File: src/rtl/clk_div_pkg.sv
// clk_div_pkg: shared defaults, channel state type and clock-threshold helper for clk_div_bank
package clk_div_pkg;
  localparam int NCH_DEF = 4;
  localparam int CW_DEF = 16;
  localparam int RST_DIV_DEF = 2;
  localparam int MAX_CW = 32;
  typedef struct packed {
    logic [MAX_CW-1:0] d;
    logic [MAX_CW-1:0] s;
    logic [MAX_CW-1:0] cnt;
    logic p;
  } chan_state_t;
  function automatic logic [MAX_CW-1:0] half_thr(input logic [MAX_CW-1:0] d);
    return d >> 1;
  endfunction
endpackage

File: src/rtl/clk_div_chan.sv
// clk_div_chan: one divider channel with shadowed divisor applied only at period wrap or sync
module clk_div_chan
  import clk_div_pkg::*;
#(
  parameter int CW = CW_DEF,
  parameter int RST_DIV = RST_DIV_DEF
) (
  input  logic          sys_clk,
  input  logic          reset,
  input  logic          adv,
  input  logic          sync,
  input  logic          wr,
  input  logic [CW-1:0] val,
  output logic          wrap,
  output logic          clk_out
);
  chan_state_t st;
  logic [MAX_CW-1:0] s_new;
  logic p_new;
  // fold a same-cycle write into the shadow so a coinciding wrap or sync picks it up
  always_comb begin
    s_new = wr ? MAX_CW'(val) : st.s;
    p_new = wr | st.p;
    wrap = adv && (st.cnt == st.d - MAX_CW'(1));
  end
  // counter, divisor swap at wrap/sync, and registered square wave
  always_ff @(posedge sys_clk) begin
    if (!reset) begin
      st.d <= MAX_CW'(RST_DIV);
      st.s <= MAX_CW'(RST_DIV);
      st.cnt <= '0;
      st.p <= 1'b0;
      clk_out <= 1'b0;
    end else if (sync) begin
      st.d <= p_new ? s_new : st.d;
      st.s <= s_new;
      st.cnt <= '0;
      st.p <= 1'b0;
      clk_out <= 1'b0;
    end else begin
      st.s <= s_new;
      st.p <= wrap ? 1'b0 : p_new;
      if (wrap && p_new) st.d <= s_new;
      if (adv) begin
        st.cnt <= wrap ? '0 : st.cnt + MAX_CW'(1);
        clk_out <= st.cnt >= half_thr(st.d);
      end
    end
  end
endmodule

File: src/rtl/clk_div_bank.sv
// clk_div_bank: bank of NCH programmable clock dividers; define CLK_DIV_BANK_CASCADE_EN to chain channels
module clk_div_bank
  import clk_div_pkg::*;
#(
  parameter int NCH = NCH_DEF,
  parameter int CW = CW_DEF,
  parameter int RST_DIV = RST_DIV_DEF
) (
  input  logic                               sys_clk,
  input  logic                               reset,
  input  logic                               enable,
  input  logic                               sync_req,
  input  logic                               div_wr,
  input  logic [$clog2(NCH > 1 ? NCH : 2)-1:0] div_sel,
  input  logic [CW-1:0]                      div_val,
  output logic                               div_ack,
  output logic                               div_err,
  output logic [NCH-1:0]                     clk_out,
  output logic [NCH-1:0]                     stb_out
);
  logic [NCH-1:0] wrap, wr;
  logic good;
  // accept only nonzero divisors aimed at an existing channel
  always_comb begin
    good = div_wr && (32'(div_sel) < 32'(NCH)) && (div_val != '0);
    for (int k = 0; k < NCH; k++) wr[k] = good && (32'(div_sel) == 32'(k));
  end
  for (genvar i = 0; i < NCH; i++) begin : g_ch
    logic a, w;
`ifdef CLK_DIV_BANK_CASCADE_EN
    if (i == 0) begin : g_head
      assign a = enable;
    end else begin : g_link
      assign a = g_ch[i-1].w;
    end
`else
    assign a = enable;
`endif
    clk_div_chan #(.CW(CW), .RST_DIV(RST_DIV)) u_chan (
      .sys_clk(sys_clk),
      .reset(reset),
      .adv(a),
      .sync(sync_req),
      .wr(wr[i]),
      .val(div_val),
      .wrap(w),
      .clk_out(clk_out[i])
    );
    assign wrap[i] = w;
  end
  // write acknowledge and terminal-count strobes, one cycle after the event
  always_ff @(posedge sys_clk) begin
    if (!reset) begin
      div_ack <= 1'b0;
      div_err <= 1'b0;
      stb_out <= '0;
    end else begin
      div_ack <= div_wr;
      div_err <= div_wr && !good;
      stb_out <= sync_req ? '0 : wrap;
    end
  end
endmodule

File: config.mk
export PLATFORM = sky130hd
export DESIGN_NAME = clk_div_bank
export DESIGN_NICKNAME = d
export VERILOG_FILES = /design/src/rtl/clk_div_pkg.sv /design/src/rtl/clk_div_chan.sv /design/src/rtl/clk_div_bank.sv
export SDC_FILE = /design/constraint.sdc
export NUM_CORES = 1
export LEC_CHECK = 0
export BUFFER_PORTS_ARGS = -buffer_cell sky130_fd_sc_hd__buf_2
export CAP_MARGIN = 10
export CORE_ASPECT_RATIO = 2
export CORE_UTILIZATION = 52
export DETAILED_ROUTE_END_ITERATION = 12
export MAX_ROUTING_LAYER = met4
export PLACE_DENSITY = 0.79
export SETUP_SLACK_MARGIN = 0.3
export SYNTH_ARGS = -nofsm -noshare
export SYNTH_HDL_FRONTEND = slang
export SYNTH_SLANG_ARGS = --single-unit
File: constraint.sdc
create_clock -name sys_clk -period 8.5 [get_ports sys_clk]
set_input_delay 2.55 -clock sys_clk [delete_from_list [all_inputs] [get_ports sys_clk]]
set_output_delay 2.55 -clock sys_clk [all_outputs]
set_load 0.005 [all_outputs]
==> run summary, run 1 <==
commonest non-fill, non-tap cells in the layout: dfxtp_1 (398), nand2_1 (216), nor2_1 (200)
Clock Sinks: 398
initial antenna violation count: 7
Worst setup EP type: flip-flop
global-route wire length before repair: 92.7 mm
fill cell count: 3775
Critical Path Source: div_val[14]
DRT Pass-1 Iters: 5
setup TNS: 0 ns
Post-Syn Nets: 2764
vias in the first global route: 18636
max_cap viols: 0
Reg power frac: 49.9%
sequential-to-total area share from yosys stat: 35.8%
Pwr Total: 3.80 mW
H-tree depth: 2
vias per inst: 5.87
post-CTS setup repair buffer count: 0
Worst Skew: 0.0203 ns
largest net degree at the start of global routing: 85
# setup viols final: 0
Sw Share: 23.1%
Die Y: 295 µm
Async SR Flop Fraction: 0%
status: complete, no violations
Avg Synthesized Cell Area: 8.54 µm²
PortBufs: 32
Comb pwr share: 5.6%
PwrDens: 158 mW/mm²
Post-synth EDFFs: 0
Final ANT Viol Nets: 0
hpwl dp: 43.4 mm
Peak VDD IR: 0.187 mV
Root Driver: clkbuf_16
CP Class: primary input to flip-flop
Final nets: 2729
routed len/inst: 18.2 µm
Clk pin slew, worst setup/hold paths: 0.07 ns
Max-slew headroom: 19.7%
DRT iter0 DRCs: 950
non-filler cells, final: 3149
Clock Power Share: 44.4%
commonest non-fill, non-tap cell in the layout: dfxtp_1
fin area: 0.0240 mm²
Placed Cells: 3080
Final WS setup: 3.15 ns
Clock Latency Late Sink: 0.54 ns
DP Worst Slack: 2.65 ns
Max FO, Critical Path: 32
FF+latch count, synth: 398
crit-path cells: buf_2, nor4_1, nand4_1, and2_1, nor2b_1, nor2b_2, o22a_1, buf_4, mux2_2
CP arrival: 5.78 ns
die area: 0.0437 mm²
P&R area growth vs syn: 7.55%
gr ovfl total: 0
Hold Slack: 0.430 ns
Post-Syn Area: 0.0223 mm²
number of CTS-inserted buffers: 36
Final period util: 62.9%
placed inst area: 0.0227 mm²
sequential cell area: 0.00797 mm²
Mapped Cells: 2609
Hold Vio Cnt, Final: 0
layout cells sized above 1: 6.85%
Sw Pwr: 876 µW
starting density of the core: 52.5%
drt total wl: 57.3 mm
# hold bufs at CTS: 0
Rows: 107
worst stage delay on the critical path: 0.88 ns
Ys Warns: 0
Multi-input gate area: 0.0131 mm²
WP data required: 8.93 ns
# IOs: 33
FMAX: 0.187 GHz
worst r2r src: g_ch[3].u_chan.st[75]
Max clock buf depth: 3
# DRC: 0
family with the most delay on the worst path: simple AND/OR/NAND/NOR gates
post-synth cell types: 80
Core Region: 0.0424 mm²
CTS tree: done
Min-Delay Path Class: flip-flop to flip-flop
RSZ-0062 raised after global routing: false
Tot GR Track Use: 27.2%
post-layout min period: 5.35 ns
GP Congestion: 0.933
R2R setup slack: 3.39 ns
buffers and inverters on the worst path: 2
Tightest Pin Transition: 1.20 ns
Startpoint Class: primary input
vias: 18471
Die Width: 148 µm
final slew viol count: 0
Resize count post-CTS: 0
Slowest-stage cell, CP: nor2b_1
Worst Hold Launch: g_ch[3].u_chan.st[58]
Synth Flop Type: dfxtp_1
internal power: 2.92 mW
leakage: 10.2 nW
post-layout util: 56.5%
flip-flops by register name, indices dropped and copies added (netlist names):
register and cells:
stb_out 4, g_ch.u_chan.clk_out 4, div_err 1, g_ch.u_chan.st 388, div_ack 1
path summary, 6_finish.rpt:
check        cells past startpoint                    end
max reg2reg                      9  g_ch[3].u_chan.st[25]
max                              9  g_ch[0].u_chan.st[79]
min                              2  g_ch[3].u_chan.st[58]
min reg2reg                      2  g_ch[3].u_chan.st[58]
logic make-up (layout without fill, tap and decap cells):
| group | Yosys count | count (layout) | share of synthesized area, % |
|---|---|---|---|
| multiplexers | 109 | 109 | 5.08 |
| other | 0 | 7 | 0 |
| buffers and inverters | 318 | 306 | 5.81 |
| AND/OR/NAND/NOR | 1015 | 1015 | 23.5 |
| adder cells (fa/ha/maj) | 132 | 132 | 7.41 |
| XOR/XNOR | 271 | 271 | 10.7 |
| AO/OA/AOI/OAI | 366 | 366 | 11.8 |
| flip-flops | 398 | 398 | 35.8 |
worst register-to-register path, cell delays in order (launching register included):
cell      delay (ns)
dfxtp_1         0.37
nor4_1          0.72
nand4_1         0.65
o41ai_1         0.60
nand4_1         0.14
nor4_1          0.41
o221ai_1        0.21
nor4_1          0.77
a21o_1          0.93
nor2_1          0.14
power by group through the flow:
stage | combinational (mW) | sequential [mW] | clock [mW]
detailed placement | 0.210 | 1.94 | 0
floorplan | 0.155 | 1.93 | 0
CTS | 0.212 | 1.90 | 1.72
finish | 0.214 | 1.90 | 1.69
global route | 0.234 | 1.90 | 1.80
global placement | 0.205 | 1.94 | 0
synth_stat cells, types with 8 or more instances:
master,count,share of area (%)
o211ai_1,13,0.44
nand4_1,55,1.5
o21ai_0,63,1.4
buf_2,10,0.22
mux2i_1,76,3.4
or4_1,14,0.47
nand3b_1,9,0.30
nand2_1,217,3.7
and2_1,41,1.2
and4_1,19,0.75
nor3b_1,10,0.34
a22o_2,10,0.45
a21o_1,34,1.1
nor3_1,84,1.9
a31oi_1,15,0.42
a21oi_1,56,1.3
o31ai_1,8,0.27
nand2b_1,32,0.90
dfxtp_1,398,36
nor2b_1,36,1.0
a211oi_1,11,0.37
o2bb2ai_1,17,0.67
a22o_1,37,1.5
clkbuf_1,90,1.5
ha_1,132,7.4
xor2_1,150,5.9
buf_6,8,0.40
a21boi_0,18,0.61
mux2_2,26,1.3
or3_1,15,0.42
and3_1,86,2.4
xnor2_1,121,4.8
inv_1,195,3.3
o21a_1,13,0.44
nand3_1,113,2.5
or2_2,10,0.28
nor2_1,200,3.4
nor4_1,53,1.5
area by class of cell:
type / instances / share of cell area [%]
Clock buffer: 46 / 4.21
Tap cell: 545 / 2.85
Timing Repair Buffer: 50 / 1.27
Clock inverter: 15 / 0.825
Antenna cell: 7 / 0.0731
Multi-Input combinational cell: 1893 / 54.5
Sequential cell: 398 / 33.2
Inverter: 195 / 3.05
layer usage:
| layer | routed length, µm | GRT usage [%] | up-vias | part of all wire (%) |
|---|---|---|---|---|
| met5 | 0 | - | - | 0 |
| met4 | 3610 | 16.8 | 0 | 6.3 |
| met3 | 1820 | 3.20 | 217 | 3.2 |
| met2 | 30600 | 50.4 | 423 | 53 |
| met1 | 21300 | 26.5 | 8806 | 37 |
| li1 | - | - | 9025 | - |
(Power assumes the default switching activity.)
==> run 2, diff against run 1 <==
--- a/config.mk
+++ b/config.mk
@@ -5,6 +5,7 @@
 export SDC_FILE = /design/constraint.sdc
 export NUM_CORES = 1
 export LEC_CHECK = 0
+export ABC_AREA = 1
 export BUFFER_PORTS_ARGS = -buffer_cell sky130_fd_sc_hd__buf_2
 export CAP_MARGIN = 10
 export CORE_ASPECT_RATIO = 2
==> constraint.sdc (replaced) <==
create_clock -name sys_clk -period 5.5 [get_ports sys_clk]
set_input_delay 1.65 -clock sys_clk [delete_from_list [all_inputs] [get_ports sys_clk]]
set_output_delay 1.65 -clock sys_clk [all_outputs]
set_load 0.005 [all_outputs]
==> run summary, run 2 <==
status: complete, no violations (unchanged)
fill cell count: 4554 (was 3775)
P&R area growth vs syn: 6.83% (was 7.55%)
Hold Slack: 0.446 ns (was 0.430 ns)
hpwl dp: 50.9 mm (was 43.4 mm)
# DRC: 0 (unchanged)
Worst setup EP type: flip-flop (unchanged)
Root Driver: clkbuf_16 (unchanged)
CP arrival: 4.34 ns (was 5.78 ns)
post-synth cell types: 51 (was 80)
Startpoint Class: primary input (unchanged)
# hold bufs at CTS: 0 (unchanged)
PortBufs: 32 (unchanged)
GR peak layer: met2 (unchanged)
vias: 23391 (was 18471)
top cells by count, synth: nand2_1 (861), nor2_1 (692), dfxtp_1 (398) (was dfxtp_1 (398), nand2_1 (217), nor2_1 (200))
drt total wl: 66.8 mm (was 57.3 mm)
Avg Synthesized Cell Area: 6.62 µm² (was 8.54 µm²)
commonest non-fill, non-tap cell in the layout: nand2_1 (was dfxtp_1)
RSZ-0062 raised after global routing: false (unchanged)
post-layout min period: 3.86 ns
FMAX: 0.259 GHz
Clock Sinks: 398 (unchanged)
largest net degree at the start of global routing: 70 (was 85)
met1 Usage GRT: 26.4% (was 26.5%)
CTS tree: done (unchanged)
Ys Warns: 0 (unchanged)
initial antenna violation count: 2 (was 7)
Final ANT Viol Nets: 0 (unchanged)
Post-Syn Nets: 3878 (was 2764)
post-CTS setup repair buffer count: 0 (unchanged)
area share of the largest cell type after synthesis: 32.3% (was 35.8%)
Die Width: 156 µm (was 148 µm)
count leader, synth: nand2_1 (was dfxtp_1)
DRT iter0 DRCs: 1408 (was 950)
Final period util: 70.1%
vias in the first global route: 22059 (was 18636)
largest register by flop count: g_ch.u_chan.st (unchanged)
Synth Flop Type: dfxtp_1 (unchanged)
vias per inst: 5.39 (was 5.87)
fin area: 0.0263 mm² (was 0.0240 mm²)
routed len/inst: 15.4 µm (was 18.2 µm)
Max-slew headroom: 51.9% (was 19.7%)
Final nets: 3842 (was 2729)
Largest regs: g_ch.u_chan.st (388), g_ch.u_chan.clk_out (4), stb_out (4) (unchanged)
DRT Pass-1 Iters: 6 (was 5)
layout cells sized above 1: 6.79% (was 6.85%)
placed inst area: 0.0251 mm² (was 0.0227 mm²)
Die Y: 310 µm (was 295 µm)
synth top area cells: dfxtp_1 (32%), nand2_1 (13%), nor2_1 (11%), ha_1 (6.7%), inv_1 (5.4%) (was dfxtp_1 (36%), ha_1 (7.4%), xor2_1 (5.9%), xnor2_1 (4.8%), nand2_1 (3.7%))
number of CTS-inserted buffers: 37 (was 36)
Tightest Pin Transition: 0.722 ns (was 1.20 ns)
Hold Vio Cnt, Final: 0 (unchanged)
Resize count post-CTS: 0 (unchanged)
FF+latch count, synth: 398 (unchanged)
met2 Track Usage GR: 52.2% (was 50.4%)
met3 Use GR: 3.01% (was 3.20%)
Post-Syn Area: 0.0247 mm² (was 0.0223 mm²)
commonest non-fill, non-tap cells in the layout: nand2_1 (857), nor2_1 (692), dfxtp_1 (398) (was dfxtp_1 (398), nand2_1 (216), nor2_1 (200))
Max clock buf depth: 3 (unchanged)
setup TNS: 0 ns (unchanged)
H-tree depth: 2 (unchanged)
most area-hungry cell type in the Yosys netlist: dfxtp_1 (unchanged)
die area: 0.0484 mm² (was 0.0437 mm²)
global-route wire length before repair: 106 mm (was 92.7 mm)
Post-synth EDFFs: 0 (unchanged)
Mapped Cells: 3723 (was 2609)
Async SR Flop Fraction: 0% (unchanged)
Min-Delay Path Class: flip-flop to flip-flop (unchanged)
Core Region: 0.0467 mm² (was 0.0424 mm²)
starting density of the core: 52.8% (was 52.5%)
gr ovfl total: 0 (unchanged)
Rows: 112 (was 107)
Tot GR Track Use: 28.4% (was 27.2%)
leakage: 11.8 nW (was 10.2 nW)
max_cap viols: 0 (unchanged)
CP Class: primary input to flip-flop (unchanged)
post-layout util: 56.5% (about the same)
# setup viols final: 0 (unchanged)
final slew viol count: 0 (unchanged)
GP Congestion: 1.04 (was 0.933)
Clk pin slew, worst setup/hold paths: 0.06 ns (was 0.07 ns)
Max FO, Critical Path: 21 (was 32)
Clock Latency Late Sink: 0.55 ns (was 0.54 ns)
Worst Skew: 0.0177 ns (was 0.0203 ns)
sequential-to-total area share from yosys stat: 32.3% (was 35.8%)
PwrDens: 259 mW/mm² (was 158 mW/mm²)
WP data required: 5.98 ns (was 8.93 ns)
max reg flops: 388 (unchanged)
Peak VDD IR: 0.253 mV (was 0.187 mV)
# IOs: 33 (unchanged)
## run 2: layout make-up
| class | instances | area [µm²] | share of cell area [%] |
|---|---|---|---|
| diodes | 2 | 5.00 | 0.0190 |
| clock buffers | 49 | 1060 | 4.04 |
| clock inverters | 16 | 203 | 0.769 |
| inverters | 372 | 1400 | 5.31 |
| multi-input cells | 2828 | 14600 | 55.4 |
| flip-flops and latches | 398 | 7970 | 30.2 |
| well taps | 627 | 785 | 2.98 |
| repair buffers | 50 | 323 | 1.23 |
## run 2: cells by family (layout without fill, tap and decap cells)
family | count (synthesis) | in the layout | share of synthesized area [%]
compound gates | 378 | 378 | 8.06
fa+ha+maj | 132 | 132 | 6.70
simple gates | 2100 | 2100 | 36.6
buf+inv | 497 | 487 | 8.54
other cells | 0 | 2 | 0
flops | 398 | 398 | 32.3
xor+xnor | 218 | 218 | 7.74
## run 2: report_power, final
part           switching [mW]  internal, mW
Combinational           0.706         0.345
Clock                    1.17          1.56
Sequential             0.0977          2.95
Total                    1.98          4.86
## run 2: final timing paths
| kind | from | end | slack (ns) | cells past startpoint |
|---|---|---|---|---|
| max | enable | g_ch[3].u_chan.st[28] | 1.64 | 12 |
| min | g_ch[2].u_chan.st[54] | g_ch[2].u_chan.st[54] | 0.45 | 2 |
| max reg2reg | g_ch[3].u_chan.st[67] | g_ch[3].u_chan.st[69] | 2.19 | 14 |
| min reg2reg | g_ch[2].u_chan.st[54] | g_ch[2].u_chan.st[54] | 0.45 | 2 |
## run 2: per-layer routing
metal / share of wire [%] / routed length (µm)
met1: 35 / 23600
met3: 3.7 / 2500
met4: 8.8 / 5890
met2: 52 / 34800
met5: 0 / 0
## run 2: critical path, stage by stage
cell and delay, ns:
buf_2 0.46, inv_2 0.33, nor3_2 0.42, nand4_1 0.18
nor2_1 0.21, nand4_2 0.16, nor2_2 0.22, nand2_2 0.12
nor2_4 0.12, nand2_1 0.10, or2_1 0.21, a21oi_1 0.13
## run 2: per-stage QoR
stage	total power, mW	worst slack [ns]	cells
after detailed placement	4.15	1.12	4275
final	6.84	1.64	4342
after CTS	6.87	1.65	4340
after floorplan	3.90	2.16	3723
after global routing	7.13	1.45	4342
after global placement	4.14	1.22	4275
